File: src/rtl/enigma_stepper.sv
// rtl/enigma_stepper.sv - Enigma keypress sequencer: rotor stepping with double step, settle delay, letter presentation.
// One keypress walks IDLE -> STEP -> SETTLE (SETTLE_CYCLES) -> PRESENT -> IDLE.
module enigma_stepper #(
  parameter int SETTLE_CYCLES = 2
) (
  input  logic        clk,
  input  logic        reset,
  input  logic        key_valid,
  input  logic [4:0]  key_letter,
  output logic        key_ready,
  input  logic [1:0]  cfg_l,
  input  logic [1:0]  cfg_m,
  input  logic [1:0]  cfg_r,
  output logic        rotate_l,
  output logic        rotate_m,
  output logic        rotate_r,
  output logic [4:0]  pos_l,
  output logic [4:0]  pos_m,
  output logic [4:0]  pos_r,
  output logic [25:0] letter_onehot,
  output logic        letter_valid,
  output logic        bad_key
);

  typedef enum logic [1:0] {IDLE, STEP, SETTLE, PRESENT} state_t;

  localparam logic [3:0] SETTLE_LAST = 4'(SETTLE_CYCLES - 1);

  state_t      state_q, state_d;
  logic [3:0]  cnt_q, cnt_d;
  logic [4:0]  letter_q, letter_d;
  logic [2:0]  rot_q, rot_d;
  logic [4:0]  pos_l_q, pos_l_d;
  logic [4:0]  pos_m_q, pos_m_d;
  logic [4:0]  pos_r_q, pos_r_d;
  logic        bad_q, bad_d;
  logic        accept;
  logic        mid_notch;

  function automatic logic at_notch(input logic [1:0] rtype, input logic [4:0] pos);
    case (rtype)
      2'b00:   at_notch = (pos == 5'd16);
      2'b01:   at_notch = (pos == 5'd4);
      2'b10:   at_notch = (pos == 5'd21);
      default: at_notch = 1'b0;
    endcase
  endfunction

  function automatic logic [4:0] inc26(input logic [4:0] pos);
    inc26 = (pos == 5'd25) ? 5'd0 : pos + 5'd1;
  endfunction

  always_ff @(posedge clk) begin
    if (reset) begin
      state_q  <= IDLE;
      cnt_q    <= 4'd0;
      letter_q <= 5'd0;
      rot_q    <= 3'b000;
      pos_l_q  <= 5'd0;
      pos_m_q  <= 5'd0;
      pos_r_q  <= 5'd0;
      bad_q    <= 1'b0;
    end else begin
      state_q  <= state_d;
      cnt_q    <= cnt_d;
      letter_q <= letter_d;
      rot_q    <= rot_d;
      pos_l_q  <= pos_l_d;
      pos_m_q  <= pos_m_d;
      pos_r_q  <= pos_r_d;
      bad_q    <= bad_d;
    end
  end

  assign accept = (state_q == IDLE) && key_valid && (key_letter <= 5'd25);

  always_comb begin
    state_d = state_q;
    cnt_d   = cnt_q;
    case (state_q)
      IDLE:    if (accept) state_d = STEP;
      STEP: begin
        state_d = SETTLE;
        cnt_d   = 4'd0;
      end
      SETTLE: begin
        if (cnt_q == SETTLE_LAST) state_d = PRESENT;
        else                      cnt_d   = cnt_q + 4'd1;
      end
      PRESENT: state_d = IDLE;
      default: state_d = IDLE;
    endcase
  end

  // Rotate decisions are taken at acceptance from the live cfg and the pre-step
  // positions, so later cfg changes cannot reach the keypress in flight.
  always_comb begin
    mid_notch = at_notch(cfg_m, pos_m_q);
    letter_d  = accept ? key_letter : letter_q;
    rot_d     = accept ? {mid_notch, mid_notch | at_notch(cfg_r, pos_r_q), 1'b1} : 3'b000;
    bad_d     = (state_q == IDLE) && key_valid && (key_letter > 5'd25);
    pos_l_d   = rot_q[2] ? inc26(pos_l_q) : pos_l_q;
    pos_m_d   = rot_q[1] ? inc26(pos_m_q) : pos_m_q;
    pos_r_d   = rot_q[0] ? inc26(pos_r_q) : pos_r_q;
  end

  always_comb begin
    key_ready     = (state_q == IDLE);
    letter_valid  = (state_q == PRESENT);
    letter_onehot = (state_q == PRESENT) ? (26'd1 << letter_q) : 26'd0;
  end

  assign rotate_l = rot_q[2];
  assign rotate_m = rot_q[1];
  assign rotate_r = rot_q[0];
  assign pos_l    = pos_l_q;
  assign pos_m    = pos_m_q;
  assign pos_r    = pos_r_q;
  assign bad_key  = bad_q;

endmodule

File: config.mk
export PLATFORM = sky130hd
export DESIGN_NAME = enigma_stepper
export DESIGN_NICKNAME = d
export VERILOG_FILES = /design/src/rtl/enigma_stepper.sv
export SDC_FILE = /design/constraint.sdc
export NUM_CORES = 1
export LEC_CHECK = 0
export CAP_MARGIN = 20
export CORE_MARGIN = 1
export CORE_UTILIZATION = 62
export CTS_CLUSTER_SIZE = 12
export DETAILED_ROUTE_END_ITERATION = 10
export DONT_BUFFER_PORTS = 1
export HOLD_SLACK_MARGIN = 0.05
export PLACE_DENSITY = 0.8
export SKIP_LAST_GASP = 1
export SYNTH_ARGS = -nofsm -noshare
export SYNTH_HDL_FRONTEND = slang
export SYNTH_SLANG_ARGS = --single-unit
File: constraint.sdc
create_clock -name clk -period 2 [get_ports clk]
set_clock_uncertainty 0.05 [all_clocks]
set_input_delay 0.3 -clock clk [delete_from_list [all_inputs] [get_ports clk]]
set_output_delay 0.3 -clock clk [all_outputs]
set_load 0.1 [all_outputs]
==> run summary, run 1 <==
Yosys top cell area share: 33.6%
Yosys top cell by area: dfxtp_1
Failed at: detailed placement
Placer Congestion: 0.820
Seq/Total Area, Yosys: 33.6%
Initial Utilization: 65.3%
Synth Cell Area: 1790 sq um
syn nets: 250
tool error: [ERROR DPL-0038] Utilization greater than 100%, impossible to legalize
Area contributors post-synth: dfxtp_1 34%, ha_1 13%, nor2_1 7.6%
Yosys warnings: 0
die height: 55.7 microns
I/O Pins: 61
Netlist cell types: 31
width of the die: 55.7 microns
Post-Syn Instances: 217
register bit count reported by yosys: 30
Cell Rows: 19
syn avg cell area: 8.23 sq um
Port Buffers: 0
outcome: stopped before the end
==> metrics by stage <==
step	worst slack, ns	hold WS, ns	area [sq um]	setup TNS (ns)
floorplan	-0.373	0.400	2070	-2.40
global placement	0.259	0.321	2780	0
==> cell usage after synthesis (all sizes together) <==
cell / count
a211oi: 4
a21oi: 8
a221oi: 2
a31oi: 1
buf: 1
clkbuf: 7
dfxtp: 30
ha: 19
inv: 14
mux2i: 2
nand2: 12
nand2b: 7
nand3: 6
nand3b: 2
nand4: 14
nand4b: 2
nor2: 36
nor2b: 4
nor3: 12
nor3b: 1
o211a: 1
o211ai: 3
o21ai: 4
o21bai: 4
or2: 1
or3: 2
or3b: 1
xnor2: 4
xor2: 13
==> cells by family after synthesis <==
group | synth area share (%)
AO/OA/AOI/OAI | 11.1
XOR/XNOR | 8.34
multiplexers | 1.12
flip-flops | 33.6
buffers and inverters | 4.63
AND/OR/NAND/NOR | 27.8
adder cells (fa/ha/maj) | 13.3
==> run 2, diff against run 1 <==
CORE_UTILIZATION = 40   (was 62)
CTS_CLUSTER_SIZE = unset   (was 12)
HOLD_SLACK_MARGIN = unset   (was 0.05)
PLACE_DENSITY = unset   (was 0.8)
PLACE_DENSITY_LB_ADDON = 0.15   (was unset)
==> run 2 against run 1 <==
Against the previous run:
- the run now ends clean
- area after synthesis unchanged
- synthesized cell count stayed put
==> run summary, run 2 <==
pwr dens: 739 nW/um^2
Hold Path Depth: 1
max-capacitance violation count: 0
die area: 4730 sq um
max-slew violations: 0
Port Buffers: 0 (unchanged)
Initial DRC Count: 46
Synth Cell Area: 1790 sq um (unchanged)
Peak Freq: 510 MHz
crit path max fanout: 4
initial antenna violation count: 0
final setup margin: 0.0404 ns
H-tree levels: 2
register share of total power: 35.2%
register bit count reported by yosys: 30 (unchanged)
setup TNS: 0 ns
crit-path most repeated cell: buf_4
core area: 4140 sq um
fillcell total: 301
r2r endpoint: cnt_q[1]$_SDFFE_PP0P_
CTS Sinks: 30
die height: 68.8 microns (+24%)
vias in the first global route: 1681
Max transition margin: 72.7%
syn avg cell area: 8.23 sq um (unchanged)
Async SR Flop Fraction: 0% (unchanged)
Top FF cell, synth: dfxtp_1
Yosys warnings: 0 (unchanged)
clk slew on worst S/H paths: 0.06 ns
antenna-violating nets left: 0
Combinational Power Share: 43.0%
Yosys top cell area share: 33.6% (unchanged)
Area contributors post-synth: dfxtp_1 34%, ha_1 13%, nor2_1 7.6%
Cell Count, Final, Fillers Out: 320
CP Capture Type: output pin
outcome: finished, final reports clean
Hold Path Sink: letter_q[0]$_SDFFE_PP0P_
largest net degree at the start of global routing: 23
Post-DP HPWL: 3950 microns
final hold violations: 0
Hold Path Origin: reset
crit-path cells: ha_4 > buf_4 > nand3_1 > buf_4 > nor2_4 > buf_12
fraction of layout cells with a size suffix above 1: 39.3%
grt total ovfl: 0
routed length per instance: 15.6 microns
I/O Pins: 61 (unchanged)
launching element type of the critical path: flip-flop
Vias: 1753
syn nets: 250 (unchanged)
FF-to-FF Start: state_q[0]$_SDFFE_PP0P_
Req. time, crit path: 1.65 ns
Initial Utilization: 43.1% (-22 points)
switching part of the total: 43.7%
worst vdd ir: 1.19 mV
top post-synthesis cells by count: 36 x nor2_1, 30 x dfxtp_1, 19 x ha_1
worst setup path class: reg -> out
Register-to-Register Path Depth: 6
most frequent cells in the layout: 28 x buf_12, 27 x buf_4, 26 x dfxtp_1
CTS Hold Bufs: 0
Placer Congestion: 0.799 (-2.6%)
Detailed Route WL: 4990 microns
Total Routing Usage GR: 23.0%
fin util: 71.5%
first-pass GRT wire length: 7890 microns
dpl ws: 0.179 ns
RSZ-0062 raised after global routing: true
critical path's slowest cell: dfxtp_4
Netlist cell types: 31 (unchanged)
clk_lat worst skew: 0.28 ns
EDFF count, synth: 0 (unchanged)
Root Driver: clkbuf_8
Seq/Total Area, Yosys: 33.6% (unchanged)
P_leak: 1.12 nW
area grow syn2layout: 65.9%
Post-Place Cells: 310
critical path arrival: 1.61 ns
Clock power frac: 21.9%
min Tclk post-route: 1.96 ns
switching power: 0.000958 W
CP max stage delay: 0.37 ns
hold crit path type: in -> reg
Num CTS Buffers: 5
width of the die: 68.8 microns (+24%)
Worst-Margin Slew: 0.409 ns
Avg Vias per Cell: 5.48
clock buffer depth: 2
fin crit share: 98.0%
most numerous cell in the Yosys netlist: nor2_1
Yosys top cell by area: dfxtp_1
Final setup violation count: 0
Post-layout nets: 304
First-pass DRT Iterations: 4
setup slack, reg-to-reg: 0.25 ns
DRC viols: 0
Cell Rows: 23 (+4)
internal power: 0.00123 W
CTS tree: yes
most common cell after layout, fill and taps aside: buf_12
Post-Syn Instances: 217 (unchanged)
antenna cell count: 0
run 2: cell counts after synthesis:
Identical to the previous run, type by type.
run 2: cell type report:
type	instances	area, sq um	area share, %
inverters	14	52.6	1.77
flip-flops and latches	30	611	20.6
multi-input cells	165	1390	47.0
clock buffers	6	82.6	2.79
repair buffers	55	763	25.8
well taps	50	62.6	2.11
run 2: cells by family (layout without fill, tap and decap cells):
kind of cell | Yosys count | count (layout) | share of synthesized area, %
AND/OR/NAND/NOR | 100 | 100 | 27.8
XOR/XNOR | 17 | 17 | 8.34
flip-flops | 30 | 30 | 33.6
adder cells (fa/ha/maj) | 19 | 19 | 13.3
buffers and inverters | 22 | 75 | 4.63
AO/OA/AOI/OAI | 27 | 27 | 11.1
multiplexers | 2 | 2 | 1.12
run 2: power groups by stage:
stage | registers (W) | logic [W] | clock network, W
2_1_floorplan | 0.000847 | 0.000665 | 0
3_3_place_gp | 0.000767 | 0.000857 | 0
3_5_place_dp | 0.000777 | 0.000906 | 0
4_1_cts | 0.000773 | 0.000917 | 0.000492
5_1_grt | 0.000782 | 0.00100 | 0.000514
6_report | 0.000771 | 0.000941 | 0.000479
run 2: worst max path at each step:
stage / from / end / slack [ns] / depth (start not counted)
floorplan: state_q[1]$_SDFFE_PP0P_ / letter_onehot[2] / -0.37 / 4
global placement: letter_q[1]$_SDFFE_PP0P_ / letter_onehot[8] / 0.24 / 4
detailed placement: state_q[1]$_SDFFE_PP0P_ / letter_onehot[2] / 0.18 / 5
CTS: letter_q[1]$_SDFFE_PP0P_ / letter_onehot[14] / -0.07 / 5
global route: state_q[1]$_SDFFE_PP0P_ / letter_onehot[14] / -0.04 / 6
finish: state_q[1]$_SDFFE_PP0P_ / letter_onehot[14] / 0.04 / 6
run 2: per-stage QoR:
step	power [W]	hold WS [ns]	area [sq um]
after floorplan	0.00151	0.400	2070
after global placement	0.00162	0.322	2810
after detailed placement	0.00168	0.323	2810
after CTS	0.00218	0.0174	2930
after global routing	0.00230	0.0168	2960
final	0.00219	0.0254	2960
run 2: layer usage:
layer / track usage [%] / routed length [microns] / vias up
met5: 0 / 0 / -
met4: 12.2 / 133 / 0
met3: 7.07 / 318 / 14
met2: 40.6 / 2610 / 63
met1: 24.4 / 1930 / 818
li1: - / - / 858
run 2: worst max-delay path, delay by kind of cell, from the launching register on:
kind | cells | cell delay (ns)
adder cells (fa/ha/maj) | 1 | 0.14
buffers and inverters | 3 | 0.54
flip-flops | 1 | 0.37
AND/OR/NAND/NOR | 2 | 0.28
run 2: repair_timing:
action                                  in CTS  in global routing
setup buffers                                2                  2
pin swaps                                    5                  4
endpoints found under the setup margin      14                 13
gates resized for setup                      5                  2
Power figures use the tool's default switching activity.
==> run 3, diff against run 2 <==
SKIP_LAST_GASP = unset   (was 1)
==> run 3 against run 2 <==
Against the previous run:
- final area hardly changed
- die area stayed put
- sequential power hardly changed
- register-to-register slack hardly changed
- total power is 0.22% higher
- combinational power hardly changed
- sequential share of layout area hardly changed
- worst hold slack hardly changed
- clock power hardly changed
- first-iteration DRC count stayed put
- wire length hardly changed
- core utilization is 0.060 points higher
==> run summary, run 3 (synthesis results as in run 2) <==
Root Driver: clkbuf_8
most common cell after layout, fill and taps aside: buf_12
switching part of the total: 43.8% (+0.072 points)
die area: 4730 sq um (unchanged)
worst setup path class: reg -> out
register share of total power: 35.2% (about the same)
clk_lat worst skew: 0.28 ns (about the same)
CTS Hold Bufs: 0 (unchanged)
Hold Slack: 0.0254 ns (+0.0000113 ns)
fillcell total: 300 (-0.33%)
fin crit share: 98.1% (+0.14 points)
vias in the first global route: 1687 (+0.36%)
largest net degree at the start of global routing: 23 (unchanged)
switching power: 0.000961 W (+0.38%)
pwr dens: 740 nW/um^2 (+0.13%)
Worst-Margin Slew: 0.409 ns (-0.0000182 ns)
Cell Rows: 23 (unchanged)
I/O Pins: 61 (unchanged)
outcome: finished, final reports clean
Final setup violation count: 0 (unchanged)
First-pass DRT Iterations: 4 (unchanged)
area grow syn2layout: 66.1% (about the same)
Initial Utilization: 43.1% (unchanged)
most frequent cells in the layout: 28 x buf_12, 27 x buf_4, 26 x dfxtp_1
internal power: 0.00123 W (about the same)
Port Buffers: 0 (unchanged)
CTS tree: yes
Combinational Power Share: 42.9% (about the same)
routed length per instance: 15.6 microns (about the same)
P_leak: 1.12 nW (about the same)
antenna-violating nets left: 0 (unchanged)
antenna cell count: 0 (unchanged)
Detailed Route WL: 4990 microns (about the same)
crit path max fanout: 5 (+1)
RSZ-0062 raised after global routing: true
die height: 68.8 microns (unchanged)
initial antenna violation count: 0 (unchanged)
clk slew on worst S/H paths: 0.06 ns (about the same)
Req. time, crit path: 1.65 ns (about the same)
DRC viols: 0 (unchanged)
Num CTS Buffers: 5 (unchanged)
Avg Vias per Cell: 5.47 (-0.23%)
first-pass GRT wire length: 7900 microns (+0.18%)
hold crit path type: in -> reg
launching element type of the critical path: flip-flop
max-slew violations: 0 (unchanged)
clock buffer depth: 2 (unchanged)
H-tree levels: 2 (unchanged)
Vias: 1749 (-0.23%)
Max transition margin: 72.7% (about the same)
CTS Sinks: 30 (unchanged)
core area: 4140 sq um (unchanged)
setup TNS: 0 ns (unchanged)
fraction of layout cells with a size suffix above 1: 39.6% (+0.37 points)
Initial DRC Count: 46 (unchanged)
Total Routing Usage GR: 23.0% (+0.035 points)
CP Capture Type: output pin
grt total ovfl: 0 (unchanged)
Post-DP HPWL: 3950 microns (unchanged)
max-capacitance violation count: 0 (unchanged)
width of the die: 68.8 microns (unchanged)
worst vdd ir: 1.19 mV (about the same)
final hold violations: 0 (unchanged)
min Tclk post-route: 1.96 ns (+0.00271 ns)
Peak Freq: 510 MHz (-0.14%)
Post-layout nets: 304 (unchanged)
Placer Congestion: 0.799 (unchanged)
Clock power frac: 21.9% (about the same)
critical path arrival: 1.61 ns (about the same)
-- run 3: cell types whose count changed in the layout (fill, tap and decap cells not counted) --
| cell | before | now |
|---|---|---|
| nor2_2 | 0 | 1 |
| nor2_1 | 17 | 16 |
-- run 3: repair_timing --
| item | CTS | global route |
|---|---|---|
| pin swaps | 7 | 3 |
| setup endpoints to repair | 14 | 13 |
| setup buffers | 2 | 2 |
| cloned | 0 | 0 |
| endpoints found under the hold margin | 0 | 0 |
| resized for setup | 6 | 2 |
-- run 3: layout make-up --
class                           instances  area [sq um]  area share [%]
Multi-Input combinational cell        165          1390            47.0
Tap cell                               50          62.6            2.11
Inverter                               14          52.6            1.77
Timing Repair Buffer                   55           763            25.7
Clock buffer                            6          82.6            2.78
Sequential cell                        30           611            20.6
-- run 3: path summary, 6_finish.rpt --
kind | to | from | slack (ns) | cells after the start
min | letter_q[0]$_SDFFE_PP0P_ | reset | 0.03 | 1
max reg2reg | cnt_q[1]$_SDFFE_PP0P_ | state_q[0]$_SDFFE_PP0P_ | 0.25 | 6
min reg2reg | cnt_q[3]$_SDFFE_PP0P_ | cnt_q[3]$_SDFFE_PP0P_ | 0.45 | 2
max | letter_onehot[14] | letter_q[1]$_SDFFE_PP0P_ | 0.04 | 5
-- run 3: critical path, stage by stage, from the launching register on --
cell and delay, ns:
dfxtp_2 0.39, nor2b_2 0.24, nand3_1 0.19, buf_4 0.22, nor2_4 0.11, buf_12 0.18
-- run 3: power by group through the flow --
stage | Clock (W) | Sequential [W] | Combinational (W)
final | 0.000481 | 0.000772 | 0.000943
after global routing | 0.000514 | 0.000784 | 0.00101
after CTS | 0.000492 | 0.000773 | 0.000918
after detailed placement | 0 | 0.000777 | 0.000906
after global placement | 0 | 0.000767 | 0.000857
after floorplan | 0 | 0.000847 | 0.000665
-- run 3: metrics by stage --
step                      util [%]  setup WS [ns]  power (W)  instance area (sq um)  cells
final                         71.6         0.0377    0.00220                   2970    320
after global routing          71.6        -0.0569    0.00230                   2970    320
after CTS                     70.8       -0.00277    0.00218                   2930    318
after detailed placement      67.7          0.179    0.00168                   2810    310
after global placement        67.7          0.244    0.00162                   2810    310
after floorplan                  -         -0.373    0.00151                   2070    217
-- run 3: layer usage --
metal | vias to the layer above | part of all wire (%) | GRT usage [%]
met4 | 0 | 2.7 | 12.2
met3 | 14 | 5.8 | 7.07
li1 | 857 | - | -
met2 | 56 | 52 | 40.6
met5 | - | 0 | 0
met1 | 822 | 39 | 24.5
